[src/rtl/fir_seq_ctrl_if.sv]
// fir_seq_ctrl_if: control, coefficient and status signals of the FIR sequencer
interface fir_seq_ctrl_if #(
  parameter int NUM_TAPS = 33
);
  logic iStart;
  logic iStop;
  logic iCoeffWr;
  logic [5:0] iCoeffAddr;
  logic [15:0] iCoeffData;
  logic iUpdate;
  logic iClrErr;
  logic oEnAcc;
  logic [16*NUM_TAPS-1:0] oCoeffBus;
  logic [1:0] oState;
  logic oUpdPend;
  logic [15:0] oSampleCnt;
  logic oErr;
  modport master (
    output iStart, iStop, iCoeffWr, iCoeffAddr, iCoeffData, iUpdate, iClrErr,
    input oEnAcc, oCoeffBus, oState, oUpdPend, oSampleCnt, oErr
  );
  modport slave (
    input iStart, iStop, iCoeffWr, iCoeffAddr, iCoeffData, iUpdate, iClrErr,
    output oEnAcc, oCoeffBus, oState, oUpdPend, oSampleCnt, oErr
  );
endinterface

[src/rtl/fir_seq_ctrl.sv]
// fir_seq_ctrl: FIR sample strobe sequencer and coefficient bank; define FIR_SEQ_CTRL_DBUF_EN for shadow/active double buffering
module fir_seq_ctrl #(
  parameter int NUM_TAPS = 33,
  parameter int SAMPLE_DIV = 12
) (
  input logic iClk_12M,
  input logic iRst,
  fir_seq_ctrl_if.slave bus
);
  localparam int W = 16 * NUM_TAPS;
  localparam logic [7:0] LAST = 8'(SAMPLE_DIV - 1);
  typedef enum logic [1:0] {IDLE = 2'd0, RUN = 2'd1, STOPPING = 2'd2} state_t;
  state_t state;
  logic [7:0] cnt;
  logic [7:0] cnt_n;
  logic addr_ok;
  logic wr_ok;
  logic [W-1:0] active;
  assign cnt_n = cnt == LAST ? 8'd0 : cnt + 8'd1;
  assign addr_ok = int'(bus.iCoeffAddr) < NUM_TAPS;
  assign wr_ok = bus.iCoeffWr && addr_ok;
  assign bus.oState = state;
  assign bus.oCoeffBus = active;
  // sequencing FSM, sample divider and registered accumulate strobe
  always_ff @(posedge iClk_12M or posedge iRst)
    if (iRst) begin
      state <= IDLE;
      cnt <= '0;
      bus.oEnAcc <= 1'b0;
      bus.oSampleCnt <= '0;
    end else begin
      if (bus.oEnAcc) bus.oSampleCnt <= bus.oSampleCnt + 16'd1;
      case (state)
        IDLE: if (bus.iStart && !bus.iStop) begin
          state <= RUN;
          cnt <= '0;
        end
        RUN: begin
          cnt <= cnt_n;
          bus.oEnAcc <= cnt_n == LAST;
          if (bus.iStop) state <= STOPPING;
        end
        STOPPING: if (bus.oEnAcc) begin
          state <= IDLE;
          cnt <= '0;
          bus.oEnAcc <= 1'b0;
        end else begin
          cnt <= cnt_n;
          bus.oEnAcc <= cnt_n == LAST;
        end
        default: state <= IDLE;
      endcase
    end
`ifdef FIR_SEQ_CTRL_DBUF_EN
  logic [W-1:0] shadow;
  logic [W-1:0] shadow_n;
  logic commit;
  // shadow bank including this cycle's legal write, so a coinciding commit picks it up
  always_comb begin
    shadow_n = shadow;
    if (wr_ok) shadow_n[{bus.iCoeffAddr, 4'd0} +: 16] = bus.iCoeffData;
  end
  assign commit = (bus.oUpdPend || bus.iUpdate) && (state == IDLE || bus.oEnAcc);
  // shadow writes, commit on sample boundary (or at once when idle), sticky error
  always_ff @(posedge iClk_12M or posedge iRst)
    if (iRst) begin
      shadow <= '0;
      active <= '0;
      bus.oUpdPend <= 1'b0;
      bus.oErr <= 1'b0;
    end else begin
      shadow <= shadow_n;
      if (commit) active <= shadow_n;
      bus.oUpdPend <= (bus.oUpdPend || bus.iUpdate) && !commit;
      bus.oErr <= (bus.iCoeffWr && !addr_ok) || (bus.oErr && !bus.iClrErr);
    end
`else
  logic unused_upd;
  assign unused_upd = bus.iUpdate;
  assign bus.oUpdPend = 1'b0;
  // direct writes to the active bank only while idle, sticky error otherwise
  always_ff @(posedge iClk_12M or posedge iRst)
    if (iRst) begin
      active <= '0;
      bus.oErr <= 1'b0;
    end else begin
      if (wr_ok && state == IDLE) active[{bus.iCoeffAddr, 4'd0} +: 16] <= bus.iCoeffData;
      bus.oErr <= (bus.iCoeffWr && (!addr_ok || state != IDLE)) || (bus.oErr && !bus.iClrErr);
    end
`endif
endmodule

[src/flat_wrapper.sv]
// flat-port wrapper written by rule: the top's interface ports become plain ports
module fir_seq_ctrl_flat 
#(
  parameter int NUM_TAPS = 33,
  parameter int SAMPLE_DIV = 12
)
  (iClk_12M, iRst, bus_iStart, bus_iStop, bus_iCoeffWr, bus_iCoeffAddr, bus_iCoeffData, bus_iUpdate, bus_iClrErr, bus_oEnAcc, bus_oCoeffBus, bus_oState, bus_oUpdPend, bus_oSampleCnt, bus_oErr);
  fir_seq_ctrl_if #(.NUM_TAPS(NUM_TAPS)) bus_i ();
  input logic iClk_12M;
  input logic iRst;
  input wire logic [$bits(bus_i.iStart)-1:0] bus_iStart;
  input wire logic [$bits(bus_i.iStop)-1:0] bus_iStop;
  input wire logic [$bits(bus_i.iCoeffWr)-1:0] bus_iCoeffWr;
  input wire logic [$bits(bus_i.iCoeffAddr)-1:0] bus_iCoeffAddr;
  input wire logic [$bits(bus_i.iCoeffData)-1:0] bus_iCoeffData;
  input wire logic [$bits(bus_i.iUpdate)-1:0] bus_iUpdate;
  input wire logic [$bits(bus_i.iClrErr)-1:0] bus_iClrErr;
  output wire logic [$bits(bus_i.oEnAcc)-1:0] bus_oEnAcc;
  output wire logic [$bits(bus_i.oCoeffBus)-1:0] bus_oCoeffBus;
  output wire logic [$bits(bus_i.oState)-1:0] bus_oState;
  output wire logic [$bits(bus_i.oUpdPend)-1:0] bus_oUpdPend;
  output wire logic [$bits(bus_i.oSampleCnt)-1:0] bus_oSampleCnt;
  output wire logic [$bits(bus_i.oErr)-1:0] bus_oErr;
  assign bus_i.iStart = bus_iStart;
  assign bus_i.iStop = bus_iStop;
  assign bus_i.iCoeffWr = bus_iCoeffWr;
  assign bus_i.iCoeffAddr = bus_iCoeffAddr;
  assign bus_i.iCoeffData = bus_iCoeffData;
  assign bus_i.iUpdate = bus_iUpdate;
  assign bus_i.iClrErr = bus_iClrErr;
  assign bus_oEnAcc = bus_i.oEnAcc;
  assign bus_oCoeffBus = bus_i.oCoeffBus;
  assign bus_oState = bus_i.oState;
  assign bus_oUpdPend = bus_i.oUpdPend;
  assign bus_oSampleCnt = bus_i.oSampleCnt;
  assign bus_oErr = bus_i.oErr;
  fir_seq_ctrl #(.NUM_TAPS(NUM_TAPS), .SAMPLE_DIV(SAMPLE_DIV)) u_core (.iClk_12M(iClk_12M), .iRst(iRst), .bus(bus_i));
endmodule
[config.mk]
export PLATFORM = sky130hd
export DESIGN_NAME = fir_seq_ctrl_flat
export DESIGN_NICKNAME = d
export VERILOG_FILES = /design/src/rtl/fir_seq_ctrl_if.sv /design/src/rtl/fir_seq_ctrl.sv /design/src/flat_wrapper.sv
export SDC_FILE = /design/constraint.sdc
export NUM_CORES = 1
export LEC_CHECK = 0
export CAP_MARGIN = 10
export CORE_AREA = 2 2 226 228
export DETAILED_ROUTE_END_ITERATION = 12
export DIE_AREA = 0 0 228 230
export PLACE_DENSITY_LB_ADDON = 0.1
export SLEW_MARGIN = 10
export SYNTH_ARGS = -nofsm -noshare
export SYNTH_HDL_FRONTEND = slang
export SYNTH_SLANG_ARGS = --single-unit
export TNS_END_PERCENT = 20
[constraint.sdc]
create_clock -name iClk_12M -period 66 [get_ports iClk_12M]
set_input_delay 16.5 -clock iClk_12M [delete_from_list [all_inputs] [get_ports iClk_12M]]
set_output_delay 16.5 -clock iClk_12M [all_outputs]
set_load 0.02 [all_outputs]
==> summary by stage <==
Setup path
By startpoint and endpoint, the worst setup path is classified as input port to flop. The number of cells on the worst reg-to-reg path is 7. STA classifies the critical path endpoint as a flop.

The startpoint type of the worst setup path is an input port. The terminus of the critical flop-to-flop path is u_core.bus.oCoeffBus[325]. The largest stage delay on the critical path is roughly 1 ns. The arrival time of the worst setup path is roughly 21 ns. The register-to-register path setup slack is around 63 ns.

The worst-path maximum fanout is 20. The worst register-to-register path begins at u_core.bus.oState[0]. On the critical path, the stage with the largest delay is an instance of nand3_1. For the worst setup path, the data required time is 66.48 ns. The critical path goes through clkdlybuf4s50_1, inv_1, ha_1, xnor2_1, and2_1, nand3_1, mux2_2.

Worst hold path
The endpoint of the worst hold path is u_core.bus.oCoeffBus[217]. The start point of the worst min-delay path is u_core.bus.oCoeffBus[217]. The worst hold-check path type is flop to flop. The worst hold path passes through 2 cells.

Global routing
The number of antenna violations at the first check in global routing is 6. The largest net degree at the start of global routing is 162. The number of global-route vias before repair is roughly 16000. The overall fraction of global-route tracks in use is between 20% and 30%. The total overflow left after global routing is 0.

The global-route wire length before repair is 109000 um.

Detailed routing
The highest metal layer with signal wires is met5. Wire segments on met3 add up to 5750 um in the final route. For this block, the via count after detailed routing is 15800. In the final routed layout, each cell accounts on average for between 20 and 25 um. The wire length the detailed router placed on met1 is 29500 um. The final antenna-violating net count is 0. The length of routed met2 wiring is 35500 um.

After detailed routing, the number of remaining DRC violations is 0. The final routed wirelength across all metal layers is 72700 um. For this block, the initial DRC count from the detailed router was 1056. The number of optimization iterations in the first detailed-route pass is 7. Using the TritonRoute via totals, the vias-per-cell ratio works out to 5.34.

STA
Counting I/O delays and the setup requirement, the final critical path takes 20.32 ns. The final-report setup violation count is 0. The final number of max-transition violations is 0. For the pin with the worst max-slew slack, the measured transition is between 1 and 1.5 ns. The sum of negative setup slack is 0 ns.

Setup repair after global routing left no endpoint under its margin. For this run, the top clock speed supported by timing is about 49 MHz. After layout, the worst path uses 30.8% of the clock period. The hold violation count in the final report was 0. The worst pin sits at a relative slew slack of approximately 29%. Between clock sinks in the finished design, the worst skew comes to 0.0105 ns.

After layout, the worst setup slack is between 40 and 50 ns.

Place
Counting tap cells, the placed design contains a total of approximately 2900 instances. The worst setup slack before clock tree synthesis is 45.09 ns. After legalization and detailed placement, the total HPWL measured 49100 um. Buffers placed on the I/O ports in this run total 575.

The congestion estimate from routability-driven global placement came to 0.835.

Clocking
TritonCTS built the clock tree. The clock net in this run drives a total of approximately 560 sinks. The number of buffers created by CTS is 58. The number of hold buffers added after CTS was 0. Clock-pin slew was measured on the worst setup and hold paths at 0.06 ns. The cell at the root of the clock tree is clkbuf_16.

The post-cts resize count is 0. Once the clock tree was built, the setup fixing pass inserted 0 buffers. The H-tree depth is 2.

The later pin in the worst-skew pair is clocked with a latency of 0.60 ns. The number of buffers on the longest clock path is 3.

Power
Power comes to 0.879 mW. The leakage power summed over all cells is 13.8 nW. The maximum resistive drop on vdd is 24.1 uV. The power density over the cells is 29.1 nW/um^2.

Synthesis
The post-synthesis net count is 1749. The async set-or-reset flop fraction in the synthesized netlist is 100%. The warning count from the yosys run is 0. The share of the Yosys chip area taken by registers is 63.1%. By count the netlist is led by dfrtp_1 (556), mux2_2 (337), o21ai_0 (218), nand2_1 (154), clkbuf_1 (88). The most used flip-flop cell after synthesis is dfrtp_1. In the post-synthesis netlist, the cell with the most instances is dfrtp_1. The largest area contributor in the synthesized netlist is dfrtp_1. Yosys mapped a number of flops with a built-in enable equal to 0.

Yosys mapped the design onto 61 distinct sky130hd cell types. The post-synthesis sequential element count is around 560. The top-area cell type share of the netlist area is 63.1%. The cell area that synthesis handed to floorplanning was 22100 um^2.

The cell count after synthesis is 1710. The mean instance size in the synthesized netlist is 12.9 um^2. By area the synthesized netlist is led by dfrtp_1 (63%), mux2_2 (17%), o21ai_0 (4.9%), nand2_1 (2.6%), nand3_1 (1.9%).

Run
The count of max-cap constraint violations is 0.

Floorplan
The total area inside the core boundary comes to between 40000 and 50000 um^2. The effective utilization at floorplan is around 44%. The overall die width is roughly 230 um.

The area enclosed by the die boundary is 52400 um^2. The number of ports placed on the die boundary is approximately 580. The floorplan die height is 230 um. The number of placement rows is 82.

Cells and area
The finished layout holds 2963 standard cells, fillers aside. The final design utilization is 60.6%. The total number of nets in the final design is 2284. Relative to the synthesized area, the layout overhead comes to 37.0%.

The post-route netlist has 21.3% of its cells at a drive strength greater than 1.

Run status
The flow ran to the end, and the final reports show no timing, DRC or antenna violations.
-- how the worst max path moves through the flow --
| stage | start | to | slack [ns] | cells past startpoint |
|---|---|---|---|---|
| 6_report | bus_iCoeffAddr[1] | u_core.bus.oCoeffBus[428] | 45.68 | 7 |
| 5_1_grt | bus_iCoeffAddr[1] | u_core.bus.oCoeffBus[416] | 45.44 | 7 |
| 4_1_cts | bus_iCoeffAddr[1] | u_core.bus.oCoeffBus[428] | 45.74 | 7 |
| 3_5_place_dp | bus_iCoeffAddr[1] | u_core.bus.oCoeffBus[429] | 45.09 | 7 |
| 3_3_place_gp | bus_iCoeffAddr[1] | u_core.bus.oCoeffBus[423] | 45.15 | 7 |
| 2_1_floorplan | iRst | u_core.bus.oCoeffBus[0] | 33.95 | 1 |
-- metal layers --
layer  vias to the layer above  global-route usage (%)
met1                      8111                    35.0
met5                         -                       0
li1                       7025                       -
met3                       121                    7.68
met2                       570                    45.7
met4                         2                    8.50
-- cell type report --
| type | instances | area, um^2 |
|---|---|---|
| Fill cell | 4154 | 19600 |
| Sequential cell | 556 | 13900 |
| Multi-Input combinational cell | 1017 | 7620 |
| Timing Repair Buffer | 599 | 5890 |
| Clock buffer | 93 | 1780 |
| Tap cell | 672 | 841 |
| Clock inverter | 8 | 100 |
| Inverter | 13 | 56.3 |
| Antenna cell | 5 | 12.5 |
-- cells by family (layout without fill, tap and decap cells) --
logic type | after synthesis | in the layout | synth area share [%]
simple gates | 363 | 363 | 7.91
buf+inv | 137 | 713 | 2.56
compound gates | 251 | 251 | 6.12
xor+xnor | 21 | 21 | 0.834
mux | 371 | 371 | 18.9
other cells | 1 | 6 | 0.0170
flops | 556 | 556 | 63.1
fa+ha+maj | 10 | 10 | 0.567
-- per-stage QoR --
| stage | cell area (um^2) | hold WS (ns) |
|---|---|---|
| CTS | 30200 | 0.482 |
| global placement | 28300 | 0.461 |
| finish | 30200 | 0.476 |
| global route | 30200 | 0.496 |
| floorplan | 22100 | 0.502 |
| detailed placement | 28300 | 0.462 |
-- worst max-delay path, delay by kind of cell --
kind,cells,cell delay [ns]
XOR/XNOR,1,0.60
adder cells (fa/ha/maj),1,0.34
AND/OR/NAND/NOR,2,1.96
buffers and inverters,2,0.77
multiplexers,1,0.60
-- power breakdown --
group | total (mW) | internal, mW | switching [mW]
Clock | 0.324 | 0.191 | 0.133
Combinational | 0.169 | 0.0732 | 0.0961
Sequential | 0.386 | 0.370 | 0.0162
Total | 0.879 | 0.634 | 0.245
-- state kept, by name (all words and copies together) (netlist names) --
| name | cells |
|---|---|
| u_core.bus.oCoeffBus | 528 |
| u_core.bus.oSampleCnt | 16 |
| u_core.cnt | 8 |
| u_core.bus.oEnAcc | 1 |
| u_core.bus.oErr | 1 |
| u_core.bus.oState | 2 |
-- cell usage in the layout, fill, tap and decap left out, types with 3 or more instances in the layout --
| cell | Yosys | layout |
|---|---|---|
| nor3_1 | 4 | 4 |
| mux2_1 | 34 | 34 |
| nand2_2 | 4 | 4 |
| nor3_2 | 4 | 4 |
| inv_1 | 13 | 12 |
| and4_1 | 5 | 5 |
| xnor2_1 | 14 | 14 |
| nor2_1 | 59 | 59 |
| nand2b_1 | 7 | 7 |
| ha_1 | 10 | 10 |
| buf_2 | 25 | 12 |
| clkbuf_16 | 0 | 59 |
| dfrtp_1 | 556 | 556 |
| nand3_1 | 83 | 83 |
| and3_1 | 3 | 3 |
| o31ai_1 | 4 | 4 |
| nand2_1 | 154 | 154 |
| o22ai_1 | 3 | 3 |
| clkinv_2 | 0 | 3 |
| clkdlybuf4s50_1 | 0 | 563 |
| a21oi_1 | 6 | 6 |
| mux2_2 | 337 | 337 |
| nand4_1 | 5 | 5 |
| buf_4 | 5 | 23 |
| clkbuf_8 | 0 | 18 |
| o21ai_0 | 218 | 218 |
| o21ai_1 | 3 | 3 |
| clkbuf_1 | 88 | 16 |
| and2_1 | 8 | 8 |
| nor2b_1 | 5 | 5 |
| xor2_1 | 7 | 7 |
| diode_2 | 0 | 5 |
Power figures use the tool's default switching activity.
